<file path="src/rtl/fetch_buffer.sv">
// fetch_buffer: in-order instruction prefetch queue between I-mem and IF/ID.
// Define FETCH_BUFFER_BYPASS_EN to forward a response to out_* when empty.
module fetch_buffer #(
    parameter int unsigned DEPTH    = 4,
    parameter logic [31:0] RESET_PC = 32'h0
) (
    input  logic                     clk_i,
    input  logic                     rst_n_i,
    input  logic                     redirect_i,
    input  logic [31:0]              redirect_pc_i,
    output logic                     mem_req_o,
    output logic [31:0]              mem_addr_o,
    input  logic                     mem_ack_i,
    input  logic                     mem_rvalid_i,
    input  logic [31:0]              mem_rdata_i,
    output logic                     out_valid_o,
    output logic [31:0]              out_pc_o,
    output logic [31:0]              out_instr_o,
    input  logic                     out_ready_i,
    output logic [$clog2(DEPTH):0]   count_o
);

    localparam int unsigned AW = $clog2(DEPTH);
    localparam int unsigned CW = AW + 1;
    localparam logic [CW:0] DEPTH_W = (CW + 1)'(DEPTH);

    logic [31:0]   fpc_q;
    logic [31:0]   tag_mem [DEPTH];
    logic [31:0]   pc_mem [DEPTH];
    logic [31:0]   instr_mem [DEPTH];
    logic [AW-1:0] tag_rd_q, tag_wr_q;
    logic [AW-1:0] rd_q, wr_q;
    logic [CW-1:0] count_q, outst_q, discard_q;

    logic          accept, rsp_take, rsp_drop;
    logic          push, pop, bypass, buf_valid;
    logic [CW:0]   occupancy;
    logic [CW-1:0] inflight;
    logic          unused_pc_bits;

    assign unused_pc_bits = ^redirect_pc_i[1:0];

    // every outstanding request already owns a buffer slot
    assign occupancy = {1'b0, count_q} + {1'b0, outst_q};
    assign mem_req_o = rst_n_i & !redirect_i
                     & (discard_q == '0)
                     & (occupancy < DEPTH_W);
    assign mem_addr_o = fpc_q;

    assign accept   = mem_req_o & mem_ack_i;
    assign rsp_take = mem_rvalid_i & (discard_q == '0)
                    & (outst_q != '0);
    assign rsp_drop = mem_rvalid_i & (discard_q != '0);
    assign inflight = discard_q + outst_q;

    assign buf_valid = (count_q != '0) & !redirect_i;
    assign pop       = buf_valid & out_ready_i;
    assign push      = rsp_take & !redirect_i
                     & !(bypass & out_ready_i);

`ifdef FETCH_BUFFER_BYPASS_EN
    assign bypass = rsp_take & (count_q == '0) & !redirect_i;
    assign out_valid_o = buf_valid | bypass;
    assign out_pc_o    = buf_valid ? pc_mem[rd_q]
                       : bypass    ? tag_mem[tag_rd_q] : '0;
    assign out_instr_o = buf_valid ? instr_mem[rd_q]
                       : bypass    ? mem_rdata_i : '0;
`else
    assign bypass      = 1'b0;
    assign out_valid_o = buf_valid;
    assign out_pc_o    = buf_valid ? pc_mem[rd_q] : '0;
    assign out_instr_o = buf_valid ? instr_mem[rd_q] : '0;
`endif

    assign count_o = count_q;

    always_ff @(posedge clk_i or negedge rst_n_i) begin
        if (!rst_n_i) begin
            fpc_q     <= RESET_PC;
            tag_rd_q  <= '0;
            tag_wr_q  <= '0;
            rd_q      <= '0;
            wr_q      <= '0;
            count_q   <= '0;
            outst_q   <= '0;
            discard_q <= '0;
        end else if (redirect_i) begin
            // responses still in flight must be drained and dropped
            fpc_q     <= {redirect_pc_i[31:2], 2'b00};
            tag_rd_q  <= '0;
            tag_wr_q  <= '0;
            rd_q      <= '0;
            wr_q      <= '0;
            count_q   <= '0;
            outst_q   <= '0;
            discard_q <= inflight
                       - CW'(mem_rvalid_i && (inflight != '0));
        end else begin
            if (accept) begin
                fpc_q    <= fpc_q + 32'd4;
                tag_wr_q <= tag_wr_q + 1'b1;
            end
            if (rsp_take) tag_rd_q <= tag_rd_q + 1'b1;
            if (rsp_drop) discard_q <= discard_q - 1'b1;
            if (push) wr_q <= wr_q + 1'b1;
            if (pop) rd_q <= rd_q + 1'b1;
            count_q <= count_q + CW'(push) - CW'(pop);
            outst_q <= outst_q + CW'(accept) - CW'(rsp_take);
        end
    end

    always_ff @(posedge clk_i) begin
        if (accept) tag_mem[tag_wr_q] <= fpc_q;
        if (push) begin
            pc_mem[wr_q]    <= tag_mem[tag_rd_q];
            instr_mem[wr_q] <= mem_rdata_i;
        end
    end

endmodule

</file>
<file path="config.mk">
export PLATFORM = sky130hd
export DESIGN_NAME = fetch_buffer
export DESIGN_NICKNAME = d
export VERILOG_FILES = /design/src/rtl/fetch_buffer.sv
export SDC_FILE = /design/constraint.sdc
export NUM_CORES = 1
export LEC_CHECK = 0
export CORE_UTILIZATION = 25
export CTS_BUF_LIST = sky130_fd_sc_hd__clkbuf_8
export DETAILED_ROUTE_END_ITERATION = 7
export GPL_ROUTABILITY_DRIVEN = 0
export HOLD_SLACK_MARGIN = 0.1
export SYNTH_ARGS = -nofsm -noshare
export SYNTH_HDL_FRONTEND = slang
export SYNTH_SLANG_ARGS = --single-unit
</file>
<file path="constraint.sdc">
create_clock -name clk_i -period 5 [get_ports clk_i]
set_clock_uncertainty 0.05 [all_clocks]
set_input_delay 1 -clock clk_i [delete_from_list [all_inputs] [get_ports clk_i]]
set_output_delay 1 -clock clk_i [all_outputs]
set_load 0.05 [all_outputs]
</file>
* Yosys cells after proc, flatten, opt, wreduce, memory -nomap -nowiden
Memory sizes are Yosys's and may differ from the RTL's.
Cells that the tools add are included.
** Storage, ports and cells
- Register bits :: 49
- RAM bits :: 384
- Input port bits :: 70
- Word-level logic and storage cells :: 67
- Memories kept :: 3
** Memories
- instr_mem :: words 4, width 32, read ports 1, clocked after memory_dff 0, wr ports 1, line 30 : logic [31:0] instr_mem [DEPTH];
- pc_mem :: words 4, width 32, read ports 1, clocked after memory_dff 0, wr ports 1, line 29 : logic [31:0] pc_mem [DEPTH];
- tag_mem :: words 4, width 32, read ports 1, clocked after memory_dff 0, wr ports 1, line 28 : logic [31:0] tag_mem [DEPTH];
** Cells by class
- $add $sub $neg :: 13
- Order comparisons :: 1
- Muxes and demuxes :: 20
- Bitwise logic cells :: 10
- Reduce and logical (&&, ||, !) cells :: 12
** Operators by type and width (count)
- 32-bit two-way mux :: 4
- 32-bit by 3-bit adder with 32-bit output, second input constant :: 1
- 2-bit two-way mux :: 8
- 3-bit two-way mux :: 4
- 3-bit nonzero test :: 4
- 1-bit AND :: 10
- 2-bit nonzero test :: 5
- 3-bit by 1-bit subtractor with 3-bit output :: 3
- 2-bit by 1-bit adder with 2-bit output, second input constant :: 4
- 3-bit by 1-bit adder with 3-bit output :: 2
- 3-bit by 3-bit adder with 4-bit output :: 1
- 4-bit by 3-bit less-than comparator with 1-bit output, second input constant :: 1
- 1-bit two-way mux :: 4
- 3-bit adder :: 1
- 3-bit zero test :: 1
- 3-bit by 1-bit subtractor with 3-bit output, second input constant :: 1
- 1-bit logical AND :: 1
- 1-bit zero test :: 1

* Logic depth before layout (Yosys ltp)
- Depth in word-level cells :: 8
- Mapped depth :: 14

* Worst setup path after synthesis
No wires, ideal clock.
- Path type :: input -> register
- Start point :: input mem_rvalid_i
- End point :: memory instr_mem[0][0] (enable)
- Setup time :: 0.427 ns
- Arrival time :: 3.119 ns
- Data required time :: 4.523 ns
- Path slack :: 1.405 ns
- Cell stages on the path :: 4
- Path buffers :: 1
- Cell sequence :: o311a_1 -> clkbuf_1 -> nor2b_1 -> and2_1
** Between the ends
- Longest elaborated chain between the ends :: 5
** RTL lines
- from (decl) :: line 14 : input logic mem_rvalid_i,
- 1-bit AND :: line 51 : assign rsp_take = mem_rvalid_i & (discard_q == '0)
- 1-bit AND :: line 52 : & (outst_q != '0);
- 1-bit AND :: line 58 : assign push = rsp_take & !redirect_i
- 1-bit two-way mux :: line 114 : if (push) begin
- 1-bit two-way mux (implied by the code) :: line 116 : instr_mem[wr_q] <= mem_rdata_i;
- to (decl) :: line 30
No other way between the ends.

* Final worst setup path
- Start point :: register rd_q[0]
- End point :: output out_instr_o[31]
** Between the ends
- Longest elaborated chain between the ends :: 2
** RTL lines
- from (decl) :: line 32 : logic [AW-1:0] rd_q, wr_q;
- from (signal assigned) :: line 106 : if (pop) rd_q <= rd_q + 1'b1;
- memory 4 x 32 bit
- 32-bit two-way mux :: line 72 : assign out_instr_o = buf_valid ? instr_mem[rd_q] : '0;
- to (decl) :: line 18 : output logic [31:0] out_instr_o,
No other way between the ends.

==> results.json <==
{
  "hold_buffers": 0,
  "dpl.hpwl_um": 24000,
  "route.detailed.drc": 24,
  "postSynthAreaPerCell_um2": 18.6,
  "p_per_area_nw_per_um2": 407,
  "drv_slew": 0,
  "yosysSeqAreaShare": 0.729,
  "cts_tree": "built",
  "finalHoldViolations": 0,
  "period_share": 0.871,
  "final_design_area_no_fill_um2": 20900,
  "synth-async-reset-ratio": 0.113,
  "final_layout_size_suffix_gt1_frac": 0.190,
  "crit_path_start_kind": "register",
  "clock-sinks": 415,
  "relSlewSlack": 0.295,
  "violations": "design-rule violations",
  "synth-edff-count": 368,
  "synth_warnings": 0,
  "firstDrtPassIters": 7,
  "dieArea_um2": 68100,
  "grt_pass1_vias": 9518,
  "p_switching_mw": 2.44,
  "start_util": 0.254,
  "grt_setup_unrepaired": "no",
  "max_freq_ghz": 0.230,
  "fin_nets": 1206,
  "clkTransAtPathRegs_ps": 60,
  "final-seq-area_um2": 12200,
  "cts_setup_buffers": 0,
  "io_pins": 171,
  "cts_max_level": 3,
  "swShare": 0.286,
  "status": "complete, but fails checks",
  "multiInputGateArea_um2": 4270,
  "synth.distinct_cells": 52,
  "clock_latency_ps": 640,
  "overflow": 0,
  "synth_flop_cell": "edfxtp_1",
  "critPathMaxFanout": 23,
  "wl_per_cell_um": 19.0,
  "worstSetupPathType": "reg2out",
  "drv_cap": 0,
  "num_vias": 8876,
  "syn_area_um2": 16800,
  "die_x_um": 261,
  "p_comb_frac": 0.179,
  "coreArea_um2": 66100,
  "nFillCells": 6387,
  "mostFrequentLayoutCells": "edfxtp_1 (368), clkdlybuf4s50_1 (162), mux4_2 (92), clkbuf_8 (74), and2_1 (70)",
  "grt_use_total": 0.116,
  "p_int_mw": 6.09,
  "cts_made_buffers": 72,
  "grt_pass1_wl_um": 58500,
  "tightest_slew_ps": 1060,
  "dr_wl_met2_um": 18500,
  "power_frac_seq": 0.467,
  "yosysTopAreaCell": "edfxtp_1",
  "layout_commonest_cell": "edfxtp_1",
  "antenna_found_initial": 1,
  "fin_crit_ps": 4360,
  "drt-initial-drc-count": 583,
  "grt_max_degree": 63,
  "synth_area_leaders": "edfxtp_1 (66%), mux4_2 (12%), dfrtp_1 (7.0%)",
  "fp.dieH_um": 261,
  "m1WireLength_um": 17000,
  "ys_seq_elements": 415,
  "cts_resized": 0,
  "syn_to_final_growth_pct": 24.9,
  "drtAntennaViolNets": 0,
  "max-vdd-ir-drop_uv": 220,
  "hp-class": "in2async",
  "maxUsedRoutingLayer": "met4",
  "wirelength_um": 38600,
  "drt-vias-per-instance": 4.36,
  "crit_path_end_kind": "output pin",
  "critPathArrivalTime_ps": 3310,
  "total_power_mw": 8.53,
  "power_leakage_nw": 6.85,
  "placed_area_um2": 19500,
  "crit_required_ps": 3950,
  "p_clk_frac": 0.354,
  "tns_ps": 0,
  "wl_met3_um": 2270,
  "yosysTopAreaCellShare": 0.659,
  "ctsLongestPathBuffers": 3,
  "portBuffers": 164,
  "setup_violations": 0,
  "rows": 94,
  "syn_inst": 900,
  "cts_root_buffer": "clkbuf_8"
}
==> registers in the layout, indices dropped and copies added, names as in the netlist <==
signal	cells
tag_wr_q	2
tag_rd_q	2
instr_mem	128
mem_addr_o	30
rd_q	2
outst_q	3
count_o	3
discard_q	3
tag_mem	120
wr_q	2
pc_mem	120
==> power by group through the flow <==
stage	Clock, mW	Combinational (mW)	Sequential, mW
floorplan	0	0.953	4.08
global placement	0	1.55	4.05
detailed placement	0	1.56	4.05
CTS	3.14	1.57	3.98
global route	3.28	1.64	4.00
finish	3.02	1.53	3.98
==> layer usage <==
metal  global-route usage  up-vias
met5                    0        -
met4               0.0466        0
met3               0.0260       62
met2                0.187      292
met1                0.152     4526
li1                     -     3996
==> final timing paths <==
kind / cells after the start / slack, ps / from / end
max: 4 / 640 / rd_q[0] / out_instr_o[31]
min: 2 / 490 / rst_n_i / mem_addr_o[14]
max reg2reg: 13 / 1840 / discard_q[0] / count_o[2]
min reg2reg: 1 / 510 / tag_wr_q[0] / tag_wr_q[0]
max in group asynchronous: 2 / 3920 / rst_n_i / rd_q[0]
min in group clk_i: 1 / 510 / tag_wr_q[0] / tag_wr_q[0]
==> metrics by stage <==
step           worst slack (ps)  hold slack, ps   util  cells
2_1_floorplan              1400             465      -    903
3_3_place_gp               1000             486  0.296   1903
3_5_place_dp                950             512  0.296   1903
4_1_cts                     492             432  0.317   2032
5_1_grt                     397             498  0.317   2032
6_report                    644             488  0.317   2035
==> final cells by class <==
cell class / instances / area share
sequential: 415 / 0.584
multi-input combinational: 420 / 0.204
timing repair buffer: 184 / 0.0893
tap: 864 / 0.0516
clock buffer: 74 / 0.0486
clock inverter: 55 / 0.0183
inverter: 20 / 0.00358
antenna: 3 / 0.000358
==> Yosys cell counts (all sizes together), types with 2 or more instances <==
cell / n
nor2b: 8
o21ai: 25
nand3b: 4
a31oi: 5
nand2: 39
a21o: 2
and3: 5
o311ai: 5
clkbuf: 26
nor4: 5
nor3: 5
inv: 20
mux2i: 3
nor3b: 3
xnor2: 7
nand2b: 3
a211oi: 2
buf: 22
xor2: 5
o211ai: 11
mux4: 92
nor2: 28
edfxtp: 368
nand4b: 2
fa: 3
and4: 4
dfrtp: 47
ha: 20
a32oi: 2
o31a: 2
and2: 74
or3: 2
nand3: 17
a21oi: 17
nand4: 9
==> critical path: stages, from the launching register on <==
cell             delay (ps)
dfrtp_4                 740
buf_4                   440
mux4_2                  570
and2_1                  180
clkdlybuf4s50_1         690
==> cell families (layout without fill, tap and decap cells) <==
family	count (synthesis)	in the layout	share of synthesized area
buffers and inverters	68	333	0.0175
multiplexers	95	95	0.125
other	1	7	0.000224
XOR/XNOR	12	12	0.00627
AO/OA/AOI/OAI	76	76	0.0286
adder cells (fa/ha/maj)	23	23	0.0185
flip-flops	415	415	0.729
AND/OR/NAND/NOR	210	210	0.0741
No activity file was read; power rests on OpenSTA's default activity.
